[src/rtl/timed_step_sequencer.sv]
// Steps the interval timer through NUM_STEPS steps of a programmable number of timer periods,
// dropping timer_enable for one cycle between steps so the timer restarts from zero.
module timed_step_sequencer #(
  parameter int unsigned NUM_STEPS = 4,
  parameter int unsigned STEP_W    = 2,
  parameter int unsigned PER_W     = 4
) (
  input  logic              clock,
  input  logic              reset_n,
  input  logic              start,
  input  logic              abort,
  input  logic [PER_W-1:0]  periods_per_step,
  input  logic              timer_done,
  output logic              timer_enable,
  output logic [STEP_W-1:0] step,
  output logic [PER_W-1:0]  period_cnt,
  output logic              busy,
  output logic              seq_done
);

  typedef enum logic [1:0] {S_IDLE, S_RUN, S_GAP, S_FINISH} state_t;

  localparam logic [STEP_W-1:0] LAST_STEP = STEP_W'(NUM_STEPS - 1);

  state_t             state_q, state_d;
  logic [PER_W-1:0]   per_q, per_d;
  logic               done_q;
  logic               en_d, busy_d, sdone_d;
  logic [STEP_W-1:0]  step_d;
  logic [PER_W-1:0]   pcnt_d;
  logic               done_evt_c;

  // Rising edge of timer_done; only meaningful while a step is running
  assign done_evt_c = timer_done & ~done_q & (state_q == S_RUN);

  always_ff @(posedge clock or negedge reset_n) begin
    if (!reset_n) begin
      state_q      <= S_IDLE;
      per_q        <= PER_W'(1);
      done_q       <= 1'b0;
      timer_enable <= 1'b0;
      step         <= '0;
      period_cnt   <= '0;
      busy         <= 1'b0;
      seq_done     <= 1'b0;
    end else begin
      state_q      <= state_d;
      per_q        <= per_d;
      done_q       <= timer_done;
      timer_enable <= en_d;
      step         <= step_d;
      period_cnt   <= pcnt_d;
      busy         <= busy_d;
      seq_done     <= sdone_d;
    end
  end

  always_comb begin
    state_d = state_q;
    per_d   = per_q;
    en_d    = timer_enable;
    step_d  = step;
    pcnt_d  = period_cnt;
    busy_d  = busy;
    sdone_d = 1'b0;

    case (state_q)
      S_IDLE: begin
        if (start && !abort) begin
          state_d = S_RUN;
          per_d   = (periods_per_step == '0) ? PER_W'(1) : periods_per_step;
          en_d    = 1'b1;
          busy_d  = 1'b1;
          step_d  = '0;
          pcnt_d  = '0;
        end
      end
      S_RUN: begin
        if (done_evt_c) begin
          if (period_cnt < per_q - PER_W'(1)) begin
            pcnt_d = period_cnt + PER_W'(1);
          end else if (step < LAST_STEP) begin
            state_d = S_GAP;
            step_d  = step + STEP_W'(1);
            pcnt_d  = '0;
            en_d    = 1'b0;
          end else begin
            state_d = S_FINISH;
            en_d    = 1'b0;
            sdone_d = 1'b1;
          end
        end
      end
      S_GAP: begin
        state_d = S_RUN;
        en_d    = 1'b1;
      end
      S_FINISH: begin
        // step and period_cnt keep their final values for display
        state_d = S_IDLE;
        busy_d  = 1'b0;
      end
      default: state_d = S_IDLE;
    endcase

    // Abort overrides any step or period advance in the same cycle
    if (abort && state_q != S_IDLE) begin
      state_d = S_IDLE;
      en_d    = 1'b0;
      busy_d  = 1'b0;
      sdone_d = 1'b0;
      step_d  = '0;
      pcnt_d  = '0;
    end
  end

endmodule
[config.mk]
export PLATFORM = sky130hd
export DESIGN_NAME = timed_step_sequencer
export DESIGN_NICKNAME = d
export VERILOG_FILES = /design/src/rtl/timed_step_sequencer.sv
export SDC_FILE = /design/constraint.sdc
export NUM_CORES = 1
export LEC_CHECK = 0
export ABC_CLOCK_PERIOD_IN_PS = 2600
export BUFFER_PORTS_ARGS = -buffer_cell sky130_fd_sc_hd__buf_2
export CAP_MARGIN = 20
export CORE_ASPECT_RATIO = 0.75
export CORE_MARGIN = 5
export CORE_UTILIZATION = 36
export CTS_CLUSTER_DIAMETER = 40
export DETAILED_ROUTE_END_ITERATION = 7
export GPL_ROUTABILITY_DRIVEN = 0
export PLACE_DENSITY = 0.68
export SLEW_MARGIN = 25
export SYNTH_ARGS = -nofsm -noshare
export SYNTH_HDL_FRONTEND = slang
export SYNTH_SLANG_ARGS = --single-unit
[constraint.sdc]
create_clock -name clock -period 2.6 [get_ports clock]
set_input_delay 0.13 -clock clock [delete_from_list [all_inputs] [get_ports clock]]
set_output_delay 0.13 -clock clock [all_outputs]
set_load 0.05 [all_outputs]
==> metrics.yaml, run 1 <==
final_layout:
  antenna_cells: 0
  layout.nets: 125
  drive_gt1_frac: 0.266
  areaGrowthSynthToFinish_pct: 20.8
  fin_area_um2: 1070
  fillCellCount: 229
routing:
  drc: 0
  first_pass_iters: 4
  wl_per_cell_um: 12.8
  drtIter0Drc: 30
  dr_total_vias: 736
  antenna_left: 0
  totalWireLength_mm: 1.83
  vias_per_cell: 5.15
yosys:
  syn_area_per_cell_um2: 10.3
  async_flop_share: 1.00
  ys_seq_area_frac: 0.453
  synth-edff-count: 0
  yosysWarnings: 0
  synth_seq_cells: 16
  synth_area_um2: 886
  yosysUniqueCellTypes: 32
  synthesis.nets: 101
  synth_ff_type: "dfrtp_1"
  syn_inst: 86
critical_path:
  crit_fanout: 6
  max_stage_delay_ns: 0.57
  crit_family: "compound AO/OA/AOI/OAI gates"
  crit_required_ns: 2.81
  start_kind: "flop"
  crit_top_cell: "ha_1"
  criticalPathCategory: "reg2reg"
  cp_slowest_cell: "or4_1"
  cp_num_buf_inv: 1
  worstPathCellList: "inv_1, ha_1, ha_1, o211ai_1, o21ai_0, or4_1, o211ai_2"
  arrival_ns: 2.59
  cp-end-kind: "flop"
clock_network:
  clk_latency_ns: 0.28
  postCtsSetupBuffers: 0
  clockRootBuffer: "clkbuf_4"
  path_clk_slew_ns: 0.09
  cts_tree: "yes"
  cts_buffers: 3
  clock-sinks: 16
  cts_buffer_depth: 2
  cts_max_level: 1
power:
  switchingPower_w: 0.000182
  swShare: 0.305
  clkPwrFrac: 0.269
  pwr-share-seq: 0.487
  comb_power_share: 0.244
  p_per_area_nw_per_um2: 557
  ir_worst_vdd_mv: 0.211
  leakagePower_nw: 0.504
  internal_power_w: 0.000414
timing:
  whs_ns: 0.0939
  fin_setup_tns_ns: 0
  skew_ns: 0.00413
  final_hold_viol_count: 0
  rsz0062_at_grt: "no"
  slew_viol_final: 0
  max_freq_ghz: 0.421
  timing.final.crit_share: 0.913
  slew_headroom: 0.553
  setup_viol: 0
  min_period_ns: 2.37
  tightest_slew_ns: 0.665
status:
  status: "finished, final reports clean"
place:
  hpwl_mm: 1.43
  portBuffers: 17
  place_area_um2: 1010
die:
  initial_core_util: 0.381
  design.die.area_um2: 3560
  die_y_um: 53.0
  design.core.area_um2: 2330
  ios: 18
  rows: 15
  die_x_um: 67.3
grt:
  grt.overflow.total: 0
  first_global_vias: 664
  grt_max_degree: 17
  antenna_found_initial: 0
  grt_first_pass_wirelength_mm: 2.97
  track_usage: 0.114
min_path:
  min_path_type: "in2reg"
flow_run:
  max_cap_violations: 0
## synth_stat cells (2+ instances only)
cell      instances  area [um2]
dfrtp_1          15         375
o21ai_0          10        50.1
ha_1              6        75.1
nor3_1            6        30.0
inv_1             5        18.8
o211ai_1          5        37.5
nand2_1           4        15.0
a21oi_1           3        15.0
mux2_2            3        33.8
nand2b_1          3        18.8
nand3_1           2        10.0
nor2_1            2        7.51
or4_1             2        15.0
xnor2_1           2        17.5
## area by class of cell
cell class,instances,area [um2],area share
inverters,6,22.5,0.0211
multi-input cells,64,462,0.432
flip-flops and latches,16,402,0.375
well taps,34,42.5,0.0398
repair buffers,19,105,0.0982
clock buffers,4,36.3,0.0339
## per-layer routing
metal  GRT usage  routed length (um)  part of all wire  up-vias
li1            -                   -                 -      372
met1       0.153                 908              0.50      348
met2       0.162                 800              0.44       14
met3      0.0425                  92             0.050        2
met4      0.0505                  28             0.015        0
met5           0                   0                 0        -
## through the flow
step	util	setup WS (ns)	total power (W)	instances
2_1_floorplan	-	0.405	0.000396	86
6_report	0.460	0.226	0.000596	143
3_5_place_dp	0.435	0.248	0.000439	137
4_1_cts	0.460	0.229	0.000606	143
5_1_grt	0.460	0.0823	0.000638	143
3_3_place_gp	0.435	0.327	0.000433	137
## power groups by stage
stage / sequential [W] / combinational [W] / clock, W
after floorplan: 0.000311 / 0.0000849 / 0
after global placement: 0.000294 / 0.000139 / 0
after detailed placement: 0.000295 / 0.000144 / 0
after CTS: 0.000290 / 0.000147 / 0.000169
after global routing: 0.000293 / 0.000163 / 0.000182
final: 0.000290 / 0.000145 / 0.000160
## logic make-up (layout without fill, tap and decap cells)
kind of cell    count (synthesis)  after routing  share of synthesized area
buf+inv                         6             29                     0.0254
mux                             3              3                     0.0381
xor+xnor                        2              2                     0.0198
simple gates                   25             25                      0.165
compound gates                 28             28                      0.213
flops                          16             16                      0.453
fa+ha+maj                       6              6                     0.0847
## repair_timing
action                                  4_1_cts  5_1_grt
hold buffers                                  2        0
resized for setup                             0        0
endpoints found under the setup margin        0        0
endpoints found under the hold margin        16        0
## cells in the final DEF, fill, tap and decap left out, types with 2 or more instances in the layout
| cell | Yosys | final |
|---|---|---|
| buf_2 | 0 | 17 |
| clkbuf_4 | 0 | 3 |
| a21oi_1 | 3 | 3 |
| nand3_1 | 2 | 2 |
| mux2_2 | 3 | 3 |
| dlygate4sd3_1 | 0 | 2 |
| nand2_1 | 4 | 4 |
| or4_1 | 2 | 2 |
| dfrtp_1 | 15 | 15 |
| nor3_1 | 6 | 6 |
| o21ai_0 | 10 | 10 |
| inv_1 | 5 | 5 |
| xnor2_1 | 2 | 2 |
| o211ai_1 | 5 | 5 |
| nand2b_1 | 3 | 3 |
| nor2_1 | 2 | 2 |
| ha_1 | 6 | 6 |
## state kept, by name (all words and copies together), names as in the netlist
name,count
state_q,2
done_q,1
per_q,4
period_cnt,4
step,2
timer_enable,1
seq_done,1
busy,1
## worst paths after layout
check	start	endpoint	slack, ns	depth (start not counted)
setup / recovery	per_q[0]	period_cnt[3]	0.23	7
hold / removal	periods_per_step[3]	per_q[3]	0.09	2
setup reg to reg	per_q[0]	period_cnt[3]	0.23	7
hold reg to reg	step[1]	step[1]	0.54	1
max in group asynchronous	reset_n	per_q[0]	2.01	2
min in group asynchronous	reset_n	timer_enable	0.28	2
Note: power is estimated with default switching activity, not from simulation.
==> inputs of run 2 (changes only) <==
--- a/config.mk
+++ b/config.mk
@@ -5,7 +5,7 @@
 export SDC_FILE = /design/constraint.sdc
 export NUM_CORES = 1
 export LEC_CHECK = 0
-export ABC_CLOCK_PERIOD_IN_PS = 2600
+export ABC_CLOCK_PERIOD_IN_PS = 2800
 export BUFFER_PORTS_ARGS = -buffer_cell sky130_fd_sc_hd__buf_2
 export CAP_MARGIN = 20
 export CORE_ASPECT_RATIO = 0.75
@@ -15,6 +15,7 @@
 export DETAILED_ROUTE_END_ITERATION = 7
 export GPL_ROUTABILITY_DRIVEN = 0
 export PLACE_DENSITY = 0.68
+export REMOVE_ABC_BUFFERS = 1
 export SLEW_MARGIN = 25
 export SYNTH_ARGS = -nofsm -noshare
 export SYNTH_HDL_FRONTEND = slang
==> constraint.sdc (replaced) <==
create_clock -name clock -period 2.8 [get_ports clock]
set_input_delay 0.14 -clock clock [delete_from_list [all_inputs] [get_ports clock]]
set_output_delay 0.14 -clock clock [all_outputs]
set_load 0.05 [all_outputs]
==> metrics.yaml, run 2 (synthesized netlist as in run 1, its figures left out) <==
critical_path:
  reg2reg_setup_slack_ns: 0.43
  crit_family: "adder cells"
  start_kind: "flop"
  endpoint: "period_cnt[3]"
  cp_num_buf_inv: 1
  crit_fanout: 6
  max_stage_delay_ns: 0.57
  cp-end-kind: "flop"
  startpoint: "per_q[0]"
  crit_top_cell: "ha_1"
  arrival_ns: 2.58
  path_depth: 7
  crit_required_ns: 3.02
  cp_slowest_cell: "or4_1"
  r2r-start: "per_q[0]"
  worstPathCellList: "inv_1, ha_1, ha_1, o211ai_1, o21ai_0, or4_1, o211ai_2"
  criticalPathCategory: "reg2reg"
  r2r-end: "period_cnt[3]"
  reg2reg_depth: 7
die:
  design.die.area_um2: 3560
  rows: 15
  die_x_um: 67.3
  initial_core_util: 0.381
  die_y_um: 53.0
  design.core.area_um2: 2330
  ios: 18
place:
  numPlacedInstances: 137
  hpwl_mm: 1.44
  portBuffers: 17
timing:
  final_hold_viol_count: 0
  rsz0062_at_grt: "no"
  slew_headroom: 0.561
  slew_viol_final: 0
  skew_ns: 0.00269
  setup_viol: 0
  max_freq_ghz: 0.423
  min_period_ns: 2.37
  whs_ns: 0.0995
  timing.final.crit_share: 0.845
  tightest_slew_ns: 0.654
  fin_setup_tns_ns: 0
clock_network:
  cts_buffers: 3
  path_clk_slew_ns: 0.09
  clock-sinks: 16
  cts_buffer_depth: 2
  clockRootBuffer: "clkbuf_4"
  cts_tree: "yes"
  cts_max_level: 1
  clk_latency_ns: 0.29
final_layout:
  fillCellCount: 224
  layout.nets: 125
  drive_gt1_frac: 0.266
  areaGrowthSynthToFinish_pct: 20.8
  final_common_cell: "buf_2"
  reg_top3: "per_q: 4 flops, period_cnt: 4 flops"
  final_cell_mix: "17 x buf_2, 15 x dfrtp_1, 10 x o21ai_0"
  stdcell_count: 143
  antenna_cells: 0
power:
  switchingPower_w: 0.000170
  clkPwrFrac: 0.270
  leakagePower_nw: 0.504
  ir_worst_vdd_mv: 0.203
  p_per_area_nw_per_um2: 518
  swShare: 0.306
  internal_power_w: 0.000385
  comb_power_share: 0.244
  pwr-share-seq: 0.486
routing:
  drtIter0Drc: 30
  drc: 0
  vias_per_cell: 5.12
  totalWireLength_mm: 1.82
  dr_total_vias: 732
  first_pass_iters: 5
  wl_per_cell_um: 12.7
  antenna_left: 0
status:
  status: "finished, final reports clean"
grt:
  first_global_vias: 680
  track_usage: 0.115
  antenna_found_initial: 0
  grt.overflow.total: 0
  grt_first_pass_wirelength_mm: 3.04
  grt_max_degree: 17
flow_run:
  max_cap_violations: 0
min_path:
  min_path_type: "in2reg"
run 2: power groups by stage:
stage	clock network (W)	registers, W	logic (W)
final	0.000150	0.000270	0.000135
after global routing	0.000171	0.000272	0.000151
after CTS	0.000158	0.000269	0.000137
after detailed placement	0	0.000274	0.000135
after global placement	0	0.000273	0.000129
after floorplan	0	0.000289	0.0000788
run 2: per-layer routing:
layer  track usage  vias to the layer above  wire length [um]
li1              -                      378                 -
met1         0.157                      334               879
met2         0.166                       16               797
met3        0.0425                        4               110
met4        0.0404                        0                30
met5             0                        -                 0
run 2: area by class of cell:
class,count,area [um2],share of cell area
Inverter,6,22.5,0.0211
Sequential cell,16,402,0.375
Timing Repair Buffer,19,105,0.0982
Tap cell,34,42.5,0.0398
Multi-Input combinational cell,64,462,0.432
Clock buffer,4,36.3,0.0339
run 2: per-stage QoR:
stage | util | cell area [um2] | total power (W) | setup slack, ns
floorplan | - | 886 | 0.000368 | 0.605
global placement | 0.435 | 1010 | 0.000402 | 0.527
detailed placement | 0.435 | 1010 | 0.000408 | 0.451
CTS | 0.460 | 1070 | 0.000564 | 0.428
global route | 0.460 | 1070 | 0.000595 | 0.293
finish | 0.460 | 1070 | 0.000554 | 0.435
run 2: how the worst min path moves through the flow:
stage / startpoint / slack, ns / depth (start not counted) / to
after floorplan: reset_n / -0.16 / 0 / busy
after global placement: reset_n / 0.08 / 1 / seq_done
after detailed placement: reset_n / 0.08 / 1 / period_cnt[1]
after CTS: periods_per_step[3] / 0.09 / 2 / per_q[3]
after global routing: periods_per_step[0] / 0.08 / 3 / per_q[0]
final: periods_per_step[3] / 0.1 / 2 / per_q[3]
run 2: what timing repair did:
item	in CTS	in global routing
resized for setup	0	0
setup buffers	0	0
hold endpoints to repair	16	0
hold buffers	2	0
==> inputs of run 3 (changes only) <==
--- a/config.mk
+++ b/config.mk
@@ -5,7 +5,7 @@
 export SDC_FILE = /design/constraint.sdc
 export NUM_CORES = 1
 export LEC_CHECK = 0
-export ABC_CLOCK_PERIOD_IN_PS = 2800
+export ABC_CLOCK_PERIOD_IN_PS = 2200
 export BUFFER_PORTS_ARGS = -buffer_cell sky130_fd_sc_hd__buf_2
 export CAP_MARGIN = 20
 export CORE_ASPECT_RATIO = 0.75
==> constraint.sdc (replaced) <==
create_clock -name clock -period 2.2 [get_ports clock]
set_input_delay 0.11 -clock clock [delete_from_list [all_inputs] [get_ports clock]]
set_output_delay 0.11 -clock clock [all_outputs]
set_load 0.05 [all_outputs]
==> metrics.yaml, run 3 (synthesized netlist as in run 1, its figures left out) <==
die:
  die_y_um: 53.0
  die_x_um: 67.3
  design.core.area_um2: 2330
  design.die.area_um2: 3560
  initial_core_util: 0.381
  ios: 18
  rows: 15
grt:
  first_global_vias: 729
  grt_first_pass_wirelength_mm: 3.33
  antenna_found_initial: 0
  grt_max_degree: 17
  grt.overflow.total: 0
  track_usage: 0.126
clock_network:
  cts_max_level: 1
  clock-sinks: 16
  clockRootBuffer: "clkbuf_4"
  cts_buffer_depth: 2
  path_clk_slew_ns: 0.10
  cts_buffers: 3
  cts_tree: "yes"
  clk_latency_ns: 0.29
final_layout:
  areaGrowthSynthToFinish_pct: 34.2
  utilization: 0.511
  final_cell_mix: "17 x buf_2, 15 x dfrtp_1, 8 x o21ai_0, 8 x buf_4"
  final_common_cell: "buf_2"
  layout.nets: 133
  fin_area_um2: 1190
  antenna_cells: 0
  drive_gt1_frac: 0.410
  reg_top3: "per_q: 4 flops, period_cnt: 4 flops"
timing:
  min_period_ns: 2.19
  slew_viol_final: 0
  slew_headroom: 0.498
  setup_viol: 0
  max_freq_ghz: 0.457
  whs_ns: 0.0386
  rsz0062_at_grt: "yes"
  final_hold_viol_count: 0
  skew_ns: 0.0120
  tightest_slew_ns: 0.753
  timing.final.crit_share: 0.995
routing:
  wl_per_cell_um: 14.4
  vias_per_cell: 5.23
  antenna_left: 0
  dr_total_vias: 790
  totalWireLength_mm: 2.18
  first_pass_iters: 4
  drc: 0
  drtIter0Drc: 52
power:
  ir_worst_vdd_mv: 0.270
  leakagePower_nw: 0.553
  p_per_area_nw_per_um2: 668
  finalPower_w: 0.000794
critical_path:
  crit_fanout: 4
  start_kind: "flop"
  crit_required_ns: 2.41
  criticalPathCategory: "reg2reg"
  arrival_ns: 2.40
  cp-end-kind: "flop"
min_path:
  min_path_type: "in2reg"
place:
  portBuffers: 17
  hpwl_mm: 1.50
  place_area_um2: 1050
status:
  status: "finished, final reports clean"
flow_run:
  max_cap_violations: 0
run 3: changes by cell type in the layout (fill, tap and decap cells not counted), sizes merged:
cell  change
buf       +8
run 3: what timing repair did:
| action | CTS | global route |
|---|---|---|
| setup buffers | 1 | 2 |
| endpoints found under the setup margin | 3 | 7 |
| endpoints found under the hold margin | 16 | 0 |
| pin swaps | 6 | 7 |
| hold buffers | 2 | 0 |
| gates resized for setup | 7 | 7 |
run 3: final timing paths:
path / from / cells past startpoint / slack, ns / end
setup / recovery: per_q[0] / 8 / 0.01 / period_cnt[2]
hold / removal: periods_per_step[1] / 3 / 0.04 / per_q[1]
setup reg to reg: per_q[0] / 8 / 0.01 / period_cnt[2]
hold reg to reg: per_q[0] / 2 / 0.55 / per_q[0]
max in group asynchronous: reset_n / 2 / 1.63 / per_q[0]
min in group asynchronous: reset_n / 2 / 0.25 / timer_enable
run 3: per-layer routing:
| layer | wire [um] | share of wire | GRT usage |
|---|---|---|---|
| met3 | 106 | 0.049 | 0.0382 |
| met5 | 0 | 0 | 0 |
| met1 | 972 | 0.45 | 0.165 |
| met4 | 17 | 0.0078 | 0.0505 |
| met2 | 1080 | 0.50 | 0.194 |
run 3: worst max-delay path: stages, from the launching register on:
cell,delay (ns)
dfstp_2,0.55
buf_4,0.12
nor3_1,0.05
xnor2_1,0.18
ha_1,0.29
a21oi_2,0.22
o21ai_2,0.12
or4_4,0.48
o211ai_1,0.11
run 3: power by group:
part           leakage (nW)  switching, W  total (W)  internal [W]
logic                 0.330      0.000138   0.000258      0.000120
registers             0.202     0.0000214   0.000342      0.000321
clock network        0.0210     0.0000937   0.000194      0.000101
run 3: area by class of cell:
type | instances | area (um2)
clock buffer | 4 | 36.3
inverter | 6 | 22.5
sequential | 16 | 402
multi-input combinational | 64 | 520
timing repair buffer | 27 | 165
tap | 34 | 42.5
fill | 218 | 1140
run 3: metrics by stage:
stage | setup TNS (ns) | std cells | setup WS (ns)
floorplan | 0 | 86 | 0.00486
global placement | -0.0181 | 142 | -0.0181
detailed placement | -0.131 | 142 | -0.0729
CTS | 0 | 149 | 0.0100
global route | -0.320 | 151 | -0.0745
finish | 0 | 151 | 0.0117
